--- config.mk ---
export PLATFORM = sky130hd
export DESIGN_NAME = div32_seq
export DESIGN_NICKNAME = d
export VERILOG_FILES = /design/src/rtl/div32_seq.sv
export SDC_FILE = /design/constraint.sdc
export NUM_CORES = 1
export LEC_CHECK = 0
export CAP_MARGIN = 20
export CORE_MARGIN = 10
export CORE_UTILIZATION = 40
export CTS_CLUSTER_SIZE = 24
export DETAILED_ROUTE_END_ITERATION = 7
export SLEW_MARGIN = 20
export SYNTH_ARGS = -nofsm -noshare
export SYNTH_HDL_FRONTEND = slang
export SYNTH_SLANG_ARGS = --single-unit
--- constraint.sdc ---
create_clock -name clk -period 3.1 [get_ports clk]
set_input_delay 0.775 -clock clk [delete_from_list [all_inputs] [get_ports clk]]
set_output_delay 0.775 -clock clk [all_outputs]
set_load 0.01 [all_outputs]
--- src/rtl/div32_seq.sv ---
// Multicycle restoring divider (quotient -> LO, remainder -> HI) with start/busy/done handshake.
// Define DIV_SIGNED_EN to honour signed_op (abs-value on entry, sign fixup on exit).
//
// state | meaning
// IDLE  | waiting for start; outputs hold last result
// RUN   | one restoring iteration per edge, count 0..WIDTH-1
// DONE  | apply fixup, publish quot/rem, pulse done
module div32_seq #(
  parameter int WIDTH = 32
) (
  input  logic             clk,
  input  logic             rst_n,
  input  logic             start,
  input  logic             signed_op,
  input  logic             abort,
  input  logic [WIDTH-1:0] dividend,
  input  logic [WIDTH-1:0] divisor,
  output logic             busy,
  output logic             done,
  output logic             div_zero,
  output logic [WIDTH-1:0] quot,
  output logic [WIDTH-1:0] rem
);

  localparam int CW = (WIDTH > 1) ? $clog2(WIDTH) : 1;
  localparam logic [CW-1:0] LAST = CW'(WIDTH - 1);

  typedef enum logic [1:0] {IDLE, RUN, DONE} state_t;

  state_t           state;
  logic [WIDTH-1:0] r;
  logic [WIDTH-1:0] q;
  logic [WIDTH-1:0] d;
  logic [CW-1:0]    count;
  logic             dz;

  logic [WIDTH:0]   r_sh;
  logic [WIDTH:0]   t;
  logic [WIDTH-1:0] a_in;
  logic [WIDTH-1:0] b_in;
  logic [WIDTH-1:0] q_fix;
  logic [WIDTH-1:0] r_fix;

  assign busy = (state != IDLE);

  // Partial remainder is WIDTH+1 bits so the borrow in t is the exact sign.
  assign r_sh = {r, q[WIDTH-1]};
  assign t    = r_sh - {1'b0, d};

`ifdef DIV_SIGNED_EN
  logic sa;
  logic sb;
  logic neg_q;
  logic neg_r;

  assign sa    = signed_op & dividend[WIDTH-1];
  assign sb    = signed_op & divisor[WIDTH-1];
  assign a_in  = sa ? (~dividend + 1'b1) : dividend;
  assign b_in  = sb ? (~divisor + 1'b1) : divisor;
  assign q_fix = neg_q ? (~q + 1'b1) : q;
  assign r_fix = neg_r ? (~r + 1'b1) : r;

  always_ff @(posedge clk or negedge rst_n) begin
    if (!rst_n) begin
      neg_q <= 1'b0;
      neg_r <= 1'b0;
    end else if (state == IDLE && start) begin
      neg_q <= sa ^ sb;
      neg_r <= sa;
    end
  end
`else
  logic unused_signed_op;

  assign unused_signed_op = signed_op;
  assign a_in  = dividend;
  assign b_in  = divisor;
  assign q_fix = q;
  assign r_fix = r;
`endif

  always_ff @(posedge clk or negedge rst_n) begin
    if (!rst_n) begin
      state    <= IDLE;
      r        <= '0;
      q        <= '0;
      d        <= '0;
      count    <= '0;
      dz       <= 1'b0;
      done     <= 1'b0;
      div_zero <= 1'b0;
      quot     <= '0;
      rem      <= '0;
    end else begin
      done <= 1'b0;
      case (state)
        IDLE: begin
          if (start) begin
            r     <= '0;
            d     <= b_in;
            count <= '0;
            if (divisor == '0) begin
              // Raw dividend is kept in q so it can be returned as the remainder.
              q     <= dividend;
              dz    <= 1'b1;
              state <= DONE;
            end else begin
              q     <= a_in;
              dz    <= 1'b0;
              state <= RUN;
            end
          end
        end
        RUN: begin
          if (abort) begin
            state <= IDLE;
          end else begin
            if (!t[WIDTH]) begin
              r <= t[WIDTH-1:0];
              q <= {q[WIDTH-2:0], 1'b1};
            end else begin
              r <= r_sh[WIDTH-1:0];
              q <= {q[WIDTH-2:0], 1'b0};
            end
            count <= count + 1'b1;
            if (count == LAST) state <= DONE;
          end
        end
        DONE: begin
          state    <= IDLE;
          done     <= 1'b1;
          div_zero <= dz;
          if (dz) begin
            quot <= '1;
            rem  <= q;
          end else begin
            quot <= q_fix;
            rem  <= r_fix;
          end
        end
        default: state <= IDLE;
      endcase
    end
  end

endmodule
Word-level counts from Yosys, hierarchy flattened. Index checks and enable logic that the tools add are counted.

Bits in registers: 170. Input port bits: 69. Output and inout port bits: 67. Word-level logic and storage cells: 45.

$add $sub $neg: 2. Equality and inequality tests: 6. Mux-type cells: 20. Reduce and logical (&&, ||, !) cells: 7.

Operators with widths (number): two-way mux 32 bit (7); case mux 32 bit (2 select lines) (2); subtractor 33 x 32 -> 33 bit (1); zero test 32 bit (1); two-way mux 5 bit (2); case mux 5 bit (2 select lines) (1); two-way mux 2 bit (4); adder 5 x 1 -> 5 bit, second input constant (1); equality test 5 bit, second input constant (1); != test 2 bit, second input constant (2); case mux 2 bit (2 select lines) (1); AND reduction 2 bit (2); nonzero test 2 bit (2); two-way mux 1 bit (3); != test 3 bit, second input constant (1); AND reduction 3 bit (1); equality test 2 x 1 -> 1 bit, second input constant (1); equality test 2 bit, second input constant (1); zero test 2 bit (1).

Longest topological paths before layout. Gate-level depths: netlist of run 1.

Word-level depth: 4. Gate-level depth with buffers: 15. Gate-level depth less buffers: 13.

Worst setup path after synthesis of run 1. No wires, ideal clock.

Path kind: register to register. From: register q[31]. To: register r[28]. Setup time: 136 ps. Arrival: 2905 ps. Data required time: 2964 ps. Setup slack: 59 ps. Stages on the path, launching flop included: 16. Path buffers: 2. Clock period less this slack: 3041 ps. Cell sequence: dfrtp_1 -> inv_1 -> ha_1 -> inv_1 -> fa_1 -> a211oi_2 -> o21ai_1 -> a21oi_1 -> o21ai_2 -> a41oi_4 -> o311ai_4 -> and3_1 -> buf_4 -> nor2_4 -> buf_2 -> o211ai_1.

Cells in the longest elaborated chain, start to end: 4.

Ends and longest elaborated chain: from (decl) (line 32) `logic [WIDTH-1:0] q;`; from (signal assigned) (line 104) `q <= dividend;`; from (signal assigned) (line 108) `q <= a_in;`; from (signal assigned) (line 120) `q <= {q[WIDTH-2:0], 1'b1};`; subtractor 33 x 32 -> 33 bit (line 48) `assign t = r_sh - {1'b0, d};`; two-way mux 32 bit (line 118) `if (!t[WIDTH]) begin`; two-way mux 32 bit (line 115) `if (abort) begin`; case mux 32 bit (2 select lines) (line 96) `case (state)`; to (signal assigned) (line 119) `r <= t[WIDTH-1:0];`; to (signal assigned) (line 122) `r <= r_sh[WIDTH-1:0];`; to (decl) (line 31) `logic [WIDTH-1:0] r;`.

Every way passes these cells. The select of a mux whose other input is x is not followed. A chain may end at the register's enable or synchronous reset.

Worst setup path in the final report of run 1.
From: register r[6]. To: register r[28].

Cells in the longest elaborated chain, start to end: 4.

Ends and longest elaborated chain (line): subtractor 33 x 32 -> 33 bit (48); two-way mux 32 bit (118); two-way mux 32 bit (115); case mux 32 bit (2 select lines) (96).

Every way passes these cells. The select of a mux whose other input is x is not followed.

==> results of run 1 <==
## report_power, final
group / switching [mW] / internal, mW / total [mW]
combinational: 0.832 / 0.639 / 1.47
sequential: 0.207 / 2.45 / 2.66
clock: 1.04 / 1.08 / 2.12
total: 2.08 / 4.17 / 6.25
## what timing repair did
item | 4_1_cts | 5_1_grt
resized for setup | 7 | 17
endpoints found under the setup margin | 29 | 33
gates cloned | 1 | 1
buffers inserted | 1 | 5
pin swaps | 6 | 15
## path summary, 6_finish.rpt
kind / from / end / slack, ns / cells past startpoint
hold / removal: rst_n / quot[24]$_DFFE_PN0P_ / 0.32 / 1
max in group asynchronous: rst_n / d[5]$_DFFE_PN0P_ / 1.99 / 2
setup / recovery: r[6]$_DFFE_PN0P_ / r[28]$_DFFE_PN0P_ / 0.12 / 12
min in group clk: div_zero$_DFFE_PN0P_ / div_zero$_DFFE_PN0P_ / 0.47 / 2
setup reg to reg: r[6]$_DFFE_PN0P_ / r[28]$_DFFE_PN0P_ / 0.12 / 12
hold reg to reg: div_zero$_DFFE_PN0P_ / div_zero$_DFFE_PN0P_ / 0.47 / 2
## final cells by class
| type | count | area share, % |
|---|---|---|
| tap | 313 | 3.22 |
| timing repair buffer | 211 | 16.5 |
| clock inverter | 15 | 1.29 |
| multi-input combinational | 770 | 39.2 |
| inverter | 41 | 1.27 |
| sequential | 170 | 35.0 |
| clock buffer | 17 | 3.50 |
## registers in the layout, summed over array words and instances (netlist names)
register / count
d: 32
q: 32
quot: 32
r: 32
rem: 32
count: 5
state: 2
div_zero: 1
done: 1
dz: 1
## through the flow
stage | hold WS [ns] | TNS, ns | cell area, µm² | cells
after detailed placement | 0.463 | -1.53 | 11400 | 1499
final | 0.322 | 0 | 12200 | 1537
after global placement | 0.460 | -1.11 | 11400 | 1499
after CTS | 0.339 | 0 | 12000 | 1533
after floorplan | 0.444 | 0 | 9350 | 1053
after global routing | 0.352 | 0 | 12200 | 1537
## worst max-delay path, delay by kind of cell, from the launching register on
family | cells | cell delay, ns
mux | 1 | 0.16
buf+inv | 2 | 0.29
fa+ha+maj | 1 | 0.41
compound gates | 6 | 1.19
flops | 1 | 0.41
simple gates | 2 | 0.39
## cell families (layout without fill, tap and decap cells)
logic type | Yosys count | count (layout)
AOI/OAI and AO/OA | 298 | 298
and+or+nand+nor | 348 | 348
buffers and inverters | 113 | 284
xor gates and xnor gates | 24 | 24
adders and majority gates | 35 | 35
muxes | 65 | 65
DFF | 170 | 170
## metal layers
metal | wire length [µm] | track usage, % | vias up
met5 | 0 | 0 | -
met4 | 187 | 3.31 | 0
met3 | 1400 | 3.66 | 15
met2 | 10600 | 23.9 | 198
met1 | 14000 | 26.6 | 3793
li1 | - | - | 4008
## layout by cell type, fill, tap and decap left out, types with 4 or more instances in the layout
cell and count:
nand2_1 208, dfrtp_1 169, o21ai_0 143, clkdlybuf4s50_1 133, buf_4 69, mux2i_1 65
nor2_1 63, a21oi_1 40, inv_1 39, ha_1 33, o211ai_1 24, nand4_1 23
clkbuf_16 18, a21o_1 15, xnor2_1 13, xor2_1 11, nor4_1 9, nand3_1 9
o21a_1 9, o21ai_1 8, a221o_1 8, a31oi_1 6, nor2b_1 6, nor3_1 5
o21bai_1 5, buf_12 5, and3_1 4, nand2b_1 4, o31ai_1 4, nand3b_1 4
inv_8 4, inv_6 4
==> summary.md, run 1 <==
| Metric | Value |
|---|---|
| Pin count of the biggest net entering global routing | `74` |
| Buffer cell driving the clock tree root | `clkbuf_16` |
| Number of filler instances in the final layout | `2188` |
| Synth cell types | `60` |
| Setup repair after global routing missed its margin | `false` |
| Most repeated cell in the gate-level netlist after synthesis | `nand2_1` |
| Post-synthesis xor/xnor area fraction | `2.25%` |
| Overall overflow remaining after global route | `0` |
| Wire length after detailed routing | `26200 µm` |
| Die H | `173 µm` |
| Overall Global Routing Usage | `17.2%` |
| Outcome | `finished, final reports clean` |
| Maximum net fanout on the critical path | `6` |
| Data required, critical path | `3.40 ns` |
| Post-synthesis net count | `1157` |
| Detailed Place HPWL | `19300 µm` |
| Number of antenna violations at the first check in global routing | `0` |
| Overall die area | `29900 µm²` |
| H-tree depth | `4` |
| Clock insertion delay at the later pin of the skew report | `0.43 ns` |
| Number of sinks driven by the clock tree | `170` |
| Ant diodes | `0` |
| FMAX | `0.335 GHz` |
| Launching element type of the critical path | `register` |
| Critical-path cell list | `ha_1 > nand2_1 > nor3_2 > a21oi_2 > o21ai_2 > a41oi_4 > buf_4 > buf_4 > o31ai_1 > mux2i_1 > o2111ai_1 > o211ai_1` |
| Top cell types by occurrence after synthesis | `nand2_1, dfrtp_1, o21ai_0` |
| Number of design-rule violations left by the first detailed-router iteration | `666` |
| Net total in the final layout | `1315` |
| Vias per Instance | `5.21` |
| Main combinational cell family by area after synthesis | `compound AO/OA/AOI/OAI gates` |
| Count of mapped cells out of synthesis | `1053` |
| Post-layout minimum cycle time | `2.98 ns` |
| Data arrival, critical path | `3.28 ns` |
| Ys Warns | `0` |
| Cell types with the largest area share after synthesis | `dfrtp_1, nand2_1, o21ai_0, mux2i_1, ha_1` |
| Transition time at the pin with the least slew margin | `0.889 ns` |
| Period utilization | `96.2%` |
| Fraction of final layout cells sized beyond drive strength 1 | `11.5%` |
| Cts hold-fix bufs | `0` |
| FP Rows | `55` |
| Maximum capacitance violations | `0` |
| Async set or reset register ratio after synthesis | `100%` |
| Pre-CTS setup slack | `-0.101 ns` |
| Wire length of the first global-routing pass | `42500 µm` |
| Synth Register Bits | `170` |
| Final setup violation count | `0` |
| Register area | `4260 µm²` |
| Endpoints failing hold | `0` |
| Prevailing post-synth register cell | `dfrtp_1` |
| Critical Setup Path Class | `reg2reg` |
| Leakage power | `5.37 nW` |
| Number of enable flip-flop cells after synthesis | `0` |
| Clk pin slew, worst setup/hold paths | `0.07 ns` |
| Maximum buffer depth of the clock tree | `2` |
| Count of final max-slew check failures | `0` |
| Cell Area, Synth | `9350 µm²` |
| Number of buffer cells added on primary ports | `134` |
| Final estimated routing congestion in global placement | `0.904` |
| I/O pin cnt | `136` |
| Design Power | `6.25 mW` |
| DIE WIDTH | `173 µm` |
| Least setup slack across all paths after layout | `0.118 ns` |
| Post-synthesis mux area share | `6.96%` |
| Compound-Gate Fraction of Synth Area | `19.8%` |
| Category of the worst setup path capture point | `register` |
| Area taken by multi-input logic gates | `4770 µm²` |
| Final Util | `53.2%` |
| Adder-Cell Fraction of Synth Area | `4.77%` |
| Drt first pass iters | `5` |
| CP max stage cell | `o31ai_1` |
| Core area | `22800 µm²` |
| Part of the Yosys area used for sequential elements | `45.5%` |
| Wire per inst | `17.0 µm` |
| Post-Synth Simple-Gate Area | `16.0%` |
| TritonCTS clock tree | `done` |
| Power per standard cell area | `514 nW/µm²` |
| Yosys top cell area share | `45.5%` |
| Total clock buffers created by CTS | `17` |
| Worst clock skew | `0.00641 ns` |
| Synth Area per Inst | `8.88 µm²` |
| Total vias in the final route | `8014` |
| Peak supply drop | `0.371 mV` |
| Drc violations | `0` |
| Signed area change from the synthesized netlist to the final layout | `30.1%` |
| Slowest cell delay on critical path | `0.48 ns` |
| Initial Utilization | `40.9%` |
| Min-delay worst type | `in2async` |
| Top cell type by total area after synthesis | `dfrtp_1` |
| Cell occurring most often along the worst timing path | `buf_4` |
| Relative slew slack | `40.7%` |
| Number of global-route vias before repair | `7658` |
| Post-route ant nets | `0` |
Note: power is estimated with default switching activity, not from simulation.
==> run 2: changes to the inputs <==
--- a/config.mk
+++ b/config.mk
@@ -5,6 +5,7 @@
 export SDC_FILE = /design/constraint.sdc
 export NUM_CORES = 1
 export LEC_CHECK = 0
+export ABC_CLOCK_PERIOD_IN_PS = 3100
 export CAP_MARGIN = 20
 export CORE_MARGIN = 10
 export CORE_UTILIZATION = 40
==> results of run 2 <==
No change in the layout: final DEF, timing and power equal those of run 1.
